--- config.mk ---
export PLATFORM = sky130hd
export DESIGN_NAME = mem_bus_arbiter
export DESIGN_NICKNAME = d
export VERILOG_FILES = /design/src/rtl/mem_arb_pkg.sv /design/src/rtl/rr_pick2.sv /design/src/rtl/mem_bus_arbiter.sv
export SDC_FILE = /design/constraint.sdc
export NUM_CORES = 1
export LEC_CHECK = 0
export BUFFER_PORTS_ARGS = -buffer_cell sky130_fd_sc_hd__buf_2
export CAP_MARGIN = 10
export CORE_UTILIZATION = 45
export DETAILED_ROUTE_END_ITERATION = 6
export GPL_ROUTABILITY_DRIVEN = 0
export GPL_TIMING_DRIVEN = 0
export PLACE_DENSITY_LB_ADDON = 0.3
export SLEW_MARGIN = 30
export SYNTH_ARGS = -nofsm -noshare
export SYNTH_HDL_FRONTEND = slang
export SYNTH_SLANG_ARGS = --single-unit
--- constraint.sdc ---
create_clock -name clk -period 14.64 [get_ports clk]
set_input_delay 2.928 -clock clk [delete_from_list [all_inputs] [get_ports clk]]
set_output_delay 2.928 -clock clk [all_outputs]
set_load 0.02 [all_outputs]
--- src/rtl/mem_arb_pkg.sv ---
// Shared definitions for the two-master PicoRV32 memory bus arbiter.
package mem_arb_pkg;

    // Arbiter transaction phases.
    typedef enum logic [1:0] {
        IDLE = 2'd0,
        BUSY = 2'd1,
        RESP = 2'd2
    } arb_state_e;

    // Master indices: the CPU core and the program loader / debug master.
    localparam int M_CPU    = 0;
    localparam int M_LOADER = 1;

    // Default number of cycles to wait for the slave before giving up.
    localparam int DEFAULT_TIMEOUT = 255;

    // One-hot vector for a master index (0 -> 01, 1 -> 10).
    function automatic logic [1:0] owner_onehot(input logic owner);
        return owner ? 2'b10 : 2'b01;
    endfunction

endpackage

--- src/rtl/rr_pick2.sv ---
// Combinational two-way round-robin picker: a lone requester wins, a tie
// goes to the master that was not served last.
module rr_pick2
    import mem_arb_pkg::*;
(
    input  logic [1:0] req,
    input  logic       last,
    output logic [1:0] gnt
);

    // Select the winner from the request pair and the last-served index.
    always_comb begin
        gnt = 2'b00;
        case (req)
            2'b01:   gnt = 2'b01;
            2'b10:   gnt = 2'b10;
            2'b11:   gnt = owner_onehot(~last);
            default: gnt = 2'b00;
        endcase
    end

endmodule

--- src/rtl/mem_bus_arbiter.sv ---
// Two-master, one-slave arbiter for the PicoRV32 native memory bus with a
// registered single-outstanding slave request and a stall watchdog.
module mem_bus_arbiter
    import mem_arb_pkg::*;
#(
    parameter int ADDR_W  = 32,
    parameter int DATA_W  = 32,
    parameter int TIMEOUT = DEFAULT_TIMEOUT
) (
    input  logic                clk,
    input  logic                reset,
    input  logic                m0_valid,
    input  logic [ADDR_W-1:0]   m0_addr,
    input  logic [DATA_W-1:0]   m0_wdata,
    input  logic [DATA_W/8-1:0] m0_wstrb,
    output logic                m0_ready,
    output logic [DATA_W-1:0]   m0_rdata,
    output logic                m0_err,
    input  logic                m1_valid,
    input  logic [ADDR_W-1:0]   m1_addr,
    input  logic [DATA_W-1:0]   m1_wdata,
    input  logic [DATA_W/8-1:0] m1_wstrb,
    output logic                m1_ready,
    output logic [DATA_W-1:0]   m1_rdata,
    output logic                m1_err,
    output logic                s_valid,
    output logic [ADDR_W-1:0]   s_addr,
    output logic [DATA_W-1:0]   s_wdata,
    output logic [DATA_W/8-1:0] s_wstrb,
    input  logic                s_ready,
    input  logic [DATA_W-1:0]   s_rdata,
    output logic [1:0]          grant
);

    localparam int STRB_W = DATA_W / 8;
    // Counter only needs to reach TIMEOUT; it saturates there.
    localparam int              CNT_W       = (TIMEOUT > 0) ? $clog2(TIMEOUT + 1) : 1;
    localparam logic            TIMEOUT_EN  = (TIMEOUT != 0);
    localparam logic [CNT_W-1:0] TIMEOUT_CNT = CNT_W'(TIMEOUT);

    arb_state_e          state_r, state_nxt_s;
    logic [1:0]          req_s, pick_s, grant_r, ready_r;
    logic                owner_r, last_r;
    logic [CNT_W-1:0]    cnt_r;
    logic                grant_now_s, finish_s, timeout_hit_s;
    logic                s_valid_r;
    logic [ADDR_W-1:0]   s_addr_r;
    logic [DATA_W-1:0]   s_wdata_r, m0_rdata_r, m1_rdata_r;
    logic [STRB_W-1:0]   s_wstrb_r;
    logic                m0_err_r, m1_err_r;

    assign req_s = {m1_valid, m0_valid};

    rr_pick2 u_pick (
        .req  (req_s),
        .last (last_r),
        .gnt  (pick_s)
    );

    // Next-state and per-cycle decisions (grant, completion, timeout).
    always_comb begin
        state_nxt_s   = state_r;
        grant_now_s   = 1'b0;
        finish_s      = 1'b0;
        timeout_hit_s = 1'b0;
        case (state_r)
            IDLE: begin
                if (|req_s) begin
                    grant_now_s = 1'b1;
                    state_nxt_s = BUSY;
                end else begin
                    state_nxt_s = IDLE;
                end
            end
            BUSY: begin
                // A slave response in the same cycle as expiry takes priority.
                if (s_ready) begin
                    finish_s    = 1'b1;
                    state_nxt_s = RESP;
                end else if (TIMEOUT_EN && (cnt_r == TIMEOUT_CNT)) begin
                    finish_s      = 1'b1;
                    timeout_hit_s = 1'b1;
                    state_nxt_s   = RESP;
                end else begin
                    state_nxt_s = BUSY;
                end
            end
            RESP:    state_nxt_s = IDLE;
            default: state_nxt_s = IDLE;
        endcase
    end

    // State register.
    always_ff @(posedge clk or posedge reset) begin
        if (reset) begin
            state_r <= IDLE;
        end else begin
            state_r <= state_nxt_s;
        end
    end

    // Slave request and payload: latched at grant, held until completion.
    always_ff @(posedge clk or posedge reset) begin
        if (reset) begin
            s_valid_r <= 1'b0;
            s_addr_r  <= {ADDR_W{1'b0}};
            s_wdata_r <= {DATA_W{1'b0}};
            s_wstrb_r <= {STRB_W{1'b0}};
        end else if (grant_now_s) begin
            s_valid_r <= 1'b1;
            if (pick_s[M_LOADER]) begin
                s_addr_r  <= m1_addr;
                s_wdata_r <= m1_wdata;
                s_wstrb_r <= m1_wstrb;
            end else begin
                s_addr_r  <= m0_addr;
                s_wdata_r <= m0_wdata;
                s_wstrb_r <= m0_wstrb;
            end
        end else if (finish_s) begin
            s_valid_r <= 1'b0;
        end
    end

    // Ownership, round-robin history and saturating watchdog counter.
    always_ff @(posedge clk or posedge reset) begin
        if (reset) begin
            grant_r <= 2'b00;
            owner_r <= 1'b0;
            last_r  <= 1'b1;
            cnt_r   <= {CNT_W{1'b0}};
        end else if (grant_now_s) begin
            grant_r <= pick_s;
            owner_r <= pick_s[M_LOADER];
            cnt_r   <= {CNT_W{1'b0}};
        end else if (state_r == RESP) begin
            grant_r <= 2'b00;
            last_r  <= owner_r;
        end else if ((state_r == BUSY) && TIMEOUT_EN && (cnt_r != TIMEOUT_CNT)) begin
            cnt_r <= cnt_r + CNT_W'(1);
        end
    end

    // Completion pulse and response data/error for the owning master.
    always_ff @(posedge clk or posedge reset) begin
        if (reset) begin
            ready_r    <= 2'b00;
            m0_rdata_r <= {DATA_W{1'b0}};
            m1_rdata_r <= {DATA_W{1'b0}};
            m0_err_r   <= 1'b0;
            m1_err_r   <= 1'b0;
        end else begin
            ready_r <= 2'b00;
            if (finish_s) begin
                ready_r <= owner_onehot(owner_r);
                if (owner_r) begin
                    m1_rdata_r <= s_ready ? s_rdata : {DATA_W{1'b0}};
                    m1_err_r   <= timeout_hit_s;
                end else begin
                    m0_rdata_r <= s_ready ? s_rdata : {DATA_W{1'b0}};
                    m0_err_r   <= timeout_hit_s;
                end
            end
        end
    end

    assign s_valid  = s_valid_r;
    assign s_addr   = s_addr_r;
    assign s_wdata  = s_wdata_r;
    assign s_wstrb  = s_wstrb_r;
    assign grant    = grant_r;
    assign m0_ready = ready_r[M_CPU];
    assign m1_ready = ready_r[M_LOADER];
    assign m0_rdata = m0_rdata_r;
    assign m1_rdata = m1_rdata_r;
    assign m0_err   = m0_err_r;
    assign m1_err   = m1_err_r;

endmodule

==> results.sh <==
export IMPL_outcome="finished, final reports clean"
export IMPL_routed_wl_um=16700
export IMPL_top_layer_used="met4"
export IMPL_die_width_um=123
export IMPL_grt_overflow=0
export IMPL_layout_drive_gt1_share_pct=48.5
export IMPL_ios=312
export IMPL_switchingPower_uw=774
export IMPL_synth_area_mm2=0.00657
export IMPL_crit_fanout=10
export IMPL_postCtsSetupRepairBufs=0
export IMPL_grt_use_total_pct=22.8
export IMPL_fin_crit_ps=4330
export IMPL_max_stage_delay_ps=540
export IMPL_cts_buffers=17
export IMPL_die_area_mm2=0.0151
export IMPL_syn_inst=550
export IMPL_drc_errors=0
export IMPL_via_per_inst=4.94
export IMPL_fp_row_count=43
export IMPL_syn2layout_area_growth_pct=37.3
export IMPL_holdBufCountCts=0
export IMPL_num_antenna_cells=0
export IMPL_slew_headroom_pct=55.7
export IMPL_critical_path_top_delay_family="buffers and inverters"
export IMPL_critPathLaunchType="input port"
export IMPL_hold_violations=0
export IMPL_p_leak_uw=0.00475
export IMPL_avgSynthCellArea_um2=11.9
export IMPL_cp_cell_sequence="buf_2 -> o21ai_1 -> clkbuf_1 -> buf_2 -> o21ai_0"
export IMPL_path_buf_inv=3
export IMPL_start_util_pct=46.8
export IMPL_dieHeight_um=123
export IMPL_finalSetupViolations=0
export IMPL_p_sw_share_pct=39.2
export IMPL_final_common_cell="buf_2"
export IMPL_p_seq_share_pct=35.2
export IMPL_cts_resized=0
export IMPL_ys_warn_count=0
export IMPL_met3_length_um=1110
export IMPL_synthTopCellsByArea="dfrtp_1 (57%), mux2_2 (11%), mux2i_1 (11%)"
export IMPL_ir_worst_vdd_uv=92.5
export IMPL_yosysSeqAreaShare_pct=57.5
export IMPL_internal_power_uw=1200
export IMPL_path_class="in -> reg"
export IMPL_wl_met2_um=8560
export IMPL_wl_met1_um=6750
export IMPL_stdcell_area_mm2=0.00902
export IMPL_fin_crit_sh_pct=29.6
export IMPL_drtIter0Drc=242
export IMPL_most_common_layout_cells="buf_2 (326), dfrtp_1 (150), nand2_1 (73), o21ai_0 (73), mux2i_1 (69)"
export IMPL_grt_pass1_wl_um=25900
export IMPL_max_slew_worst_pin_slew_ps=660
export IMPL_cts_tree="built"
export IMPL_vias=5304
export IMPL_synth_nets=724
export IMPL_r2r_start="state_r[1]"
export IMPL_min_from="s_wdata[16]"
export IMPL_clkPwrFrac_pct=23.4
export IMPL_slew_viol_final=0
export IMPL_clock_skew_ps=6.57
export IMPL_cts_sinks=151
export IMPL_nFillCells=1206
export IMPL_comb_power_share_pct=41.4
export IMPL_nNetsFinal=1055
export IMPL_dp_hpwl_um=12800
export IMPL_grt_max_degree=84
export IMPL_cts_root_buf="clkbuf_16"
export IMPL_p_per_area_mw_per_mm2=219
export IMPL_ys_ff_latch=151
export IMPL_grt_pass1_vias=5076
export IMPL_synth_top_area_cell="dfrtp_1"
export IMPL_maxCapViolCount=0
export IMPL_htreeDepth=4
export IMPL_clkTransAtPathRegs_ps=60
export IMPL_setup_tns_ps=0
export IMPL_firstDrtPassIters=4
export IMPL_synthDistinctLibCells=36
export IMPL_ant_nets=0
export IMPL_wl_per_cell_um=15.5
export IMPL_insertion_delay_ps=410
export IMPL_dpl_cell_area_mm2=0.00839
export IMPL_antenna_found_initial=0
export IMPL_crit_arrival_ps=4600
export IMPL_end_kind="register"
export IMPL_cts_max_path_buffers=2
export IMPL_startpoint="m1_valid"
export IMPL_rsz0062_at_grt="false"
export IMPL_core_area_mm2=0.0140
export IMPL_hp_class="reg -> reg"
export IMPL_slowest_stage="o21ai_1"
export IMPL_clock_fmax_ghz=0.231
export IMPL_crit_required_ps=14910
export IMPL_cpMostUsedCell="buf_2"
export IMPL_synth_top_area_share_pct=57.1
export IMPL_io_buffers=311
state kept, by name (all words and copies together) (netlist names):
signal,flops
last_r,1
m0_rdata,32
s_wdata,32
s_valid,1
owner_r,1
m1_rdata,32
cnt_r,8
m1_err,1
ready_r,2
s_wstrb,4
state_r,2
s_addr,32
grant,2
m0_err,1
tightest hold or removal path, delay by kind of cell, from the launching register on:
family           cells  cell delay (ps)
AO/OA/AOI/OAI        1               60
AND/OR/NAND/NOR      1               40
flip-flops           1              340
synth_stat cells, drive strengths merged:
| cell | n |
|---|---|
| a2111o | 1 |
| a21boi | 2 |
| a21oi | 5 |
| a22o | 1 |
| a31o | 1 |
| a31oi | 2 |
| and2 | 32 |
| and3 | 1 |
| and4 | 1 |
| buf | 21 |
| clkbuf | 13 |
| dfrtp | 150 |
| dfstp | 1 |
| ha | 1 |
| inv | 5 |
| mux2 | 64 |
| mux2i | 69 |
| nand2 | 73 |
| nand2b | 1 |
| nand3 | 4 |
| nand4 | 1 |
| nor2 | 9 |
| nor2b | 3 |
| nor3 | 1 |
| nor4 | 1 |
| o211ai | 4 |
| o21a | 1 |
| o21ai | 75 |
| o31ai | 5 |
| xnor2 | 1 |
| xor2 | 1 |
final timing paths:
path,endpoint,slack [ps],depth (start not counted)
worst max register to register,state_r[0],12540,5
min in group asynchronous,m0_rdata[20],2550,2
worst min register to register,s_wdata[16],470,2
max in group asynchronous,last_r,11330,3
worst min-delay path,s_wdata[16],470,2
worst max-delay path,state_r[0],10310,5
layer usage:
| layer | global-route usage [%] | up-vias |
|---|---|---|
| li1 | - | 2573 |
| met2 | 40.1 | 224 |
| met3 | 5.02 | 18 |
| met4 | 7.01 | 0 |
| met1 | 27.6 | 2489 |
| met5 | 0 | - |
logic make-up after synthesis:
family	Yosys count	synth area share, %
compound gates	97	8.15
xor+xnor	2	0.267
fa+ha+maj	1	0.190
buf+inv	39	3.20
flops	151	57.5
mux	133	21.5
simple gates	127	9.16
per-stage QoR:
stage	utilization [%]	hold WS, ps	total power (uW)	instances	worst slack, ps
3_5_place_dp	59.7	465	1530	1042	9820
5_1_grt	64.2	496	2100	1074	10140
6_report	64.2	472	1980	1074	10310
3_3_place_gp	59.5	457	1510	1041	5990
2_1_floorplan	-	476	1220	550	7650
4_1_cts	64.2	478	2000	1074	10250
area by class of cell:
type                    count  area [um2]  share of cell area, %
inverters                   5        26.3                  0.291
repair buffers            312        1580                   17.6
well taps                 180         225                   2.50
clock inverters            12         174                   1.93
flip-flops and latches    151        3780                   41.9
clock buffers              20         457                   5.07
multi-input cells         360        2580                   28.6
plain buffers              34         191                   2.12
power by group through the flow:
stage / Combinational (uW) / Clock [uW] / Sequential, uW
global route: 891 / 489 / 718
finish: 818 / 463 / 694
global placement: 819 / 0 / 693
floorplan: 301 / 0 / 917
CTS: 832 / 471 / 696
detailed placement: 832 / 0 / 701
(Power assumes the default switching activity.)
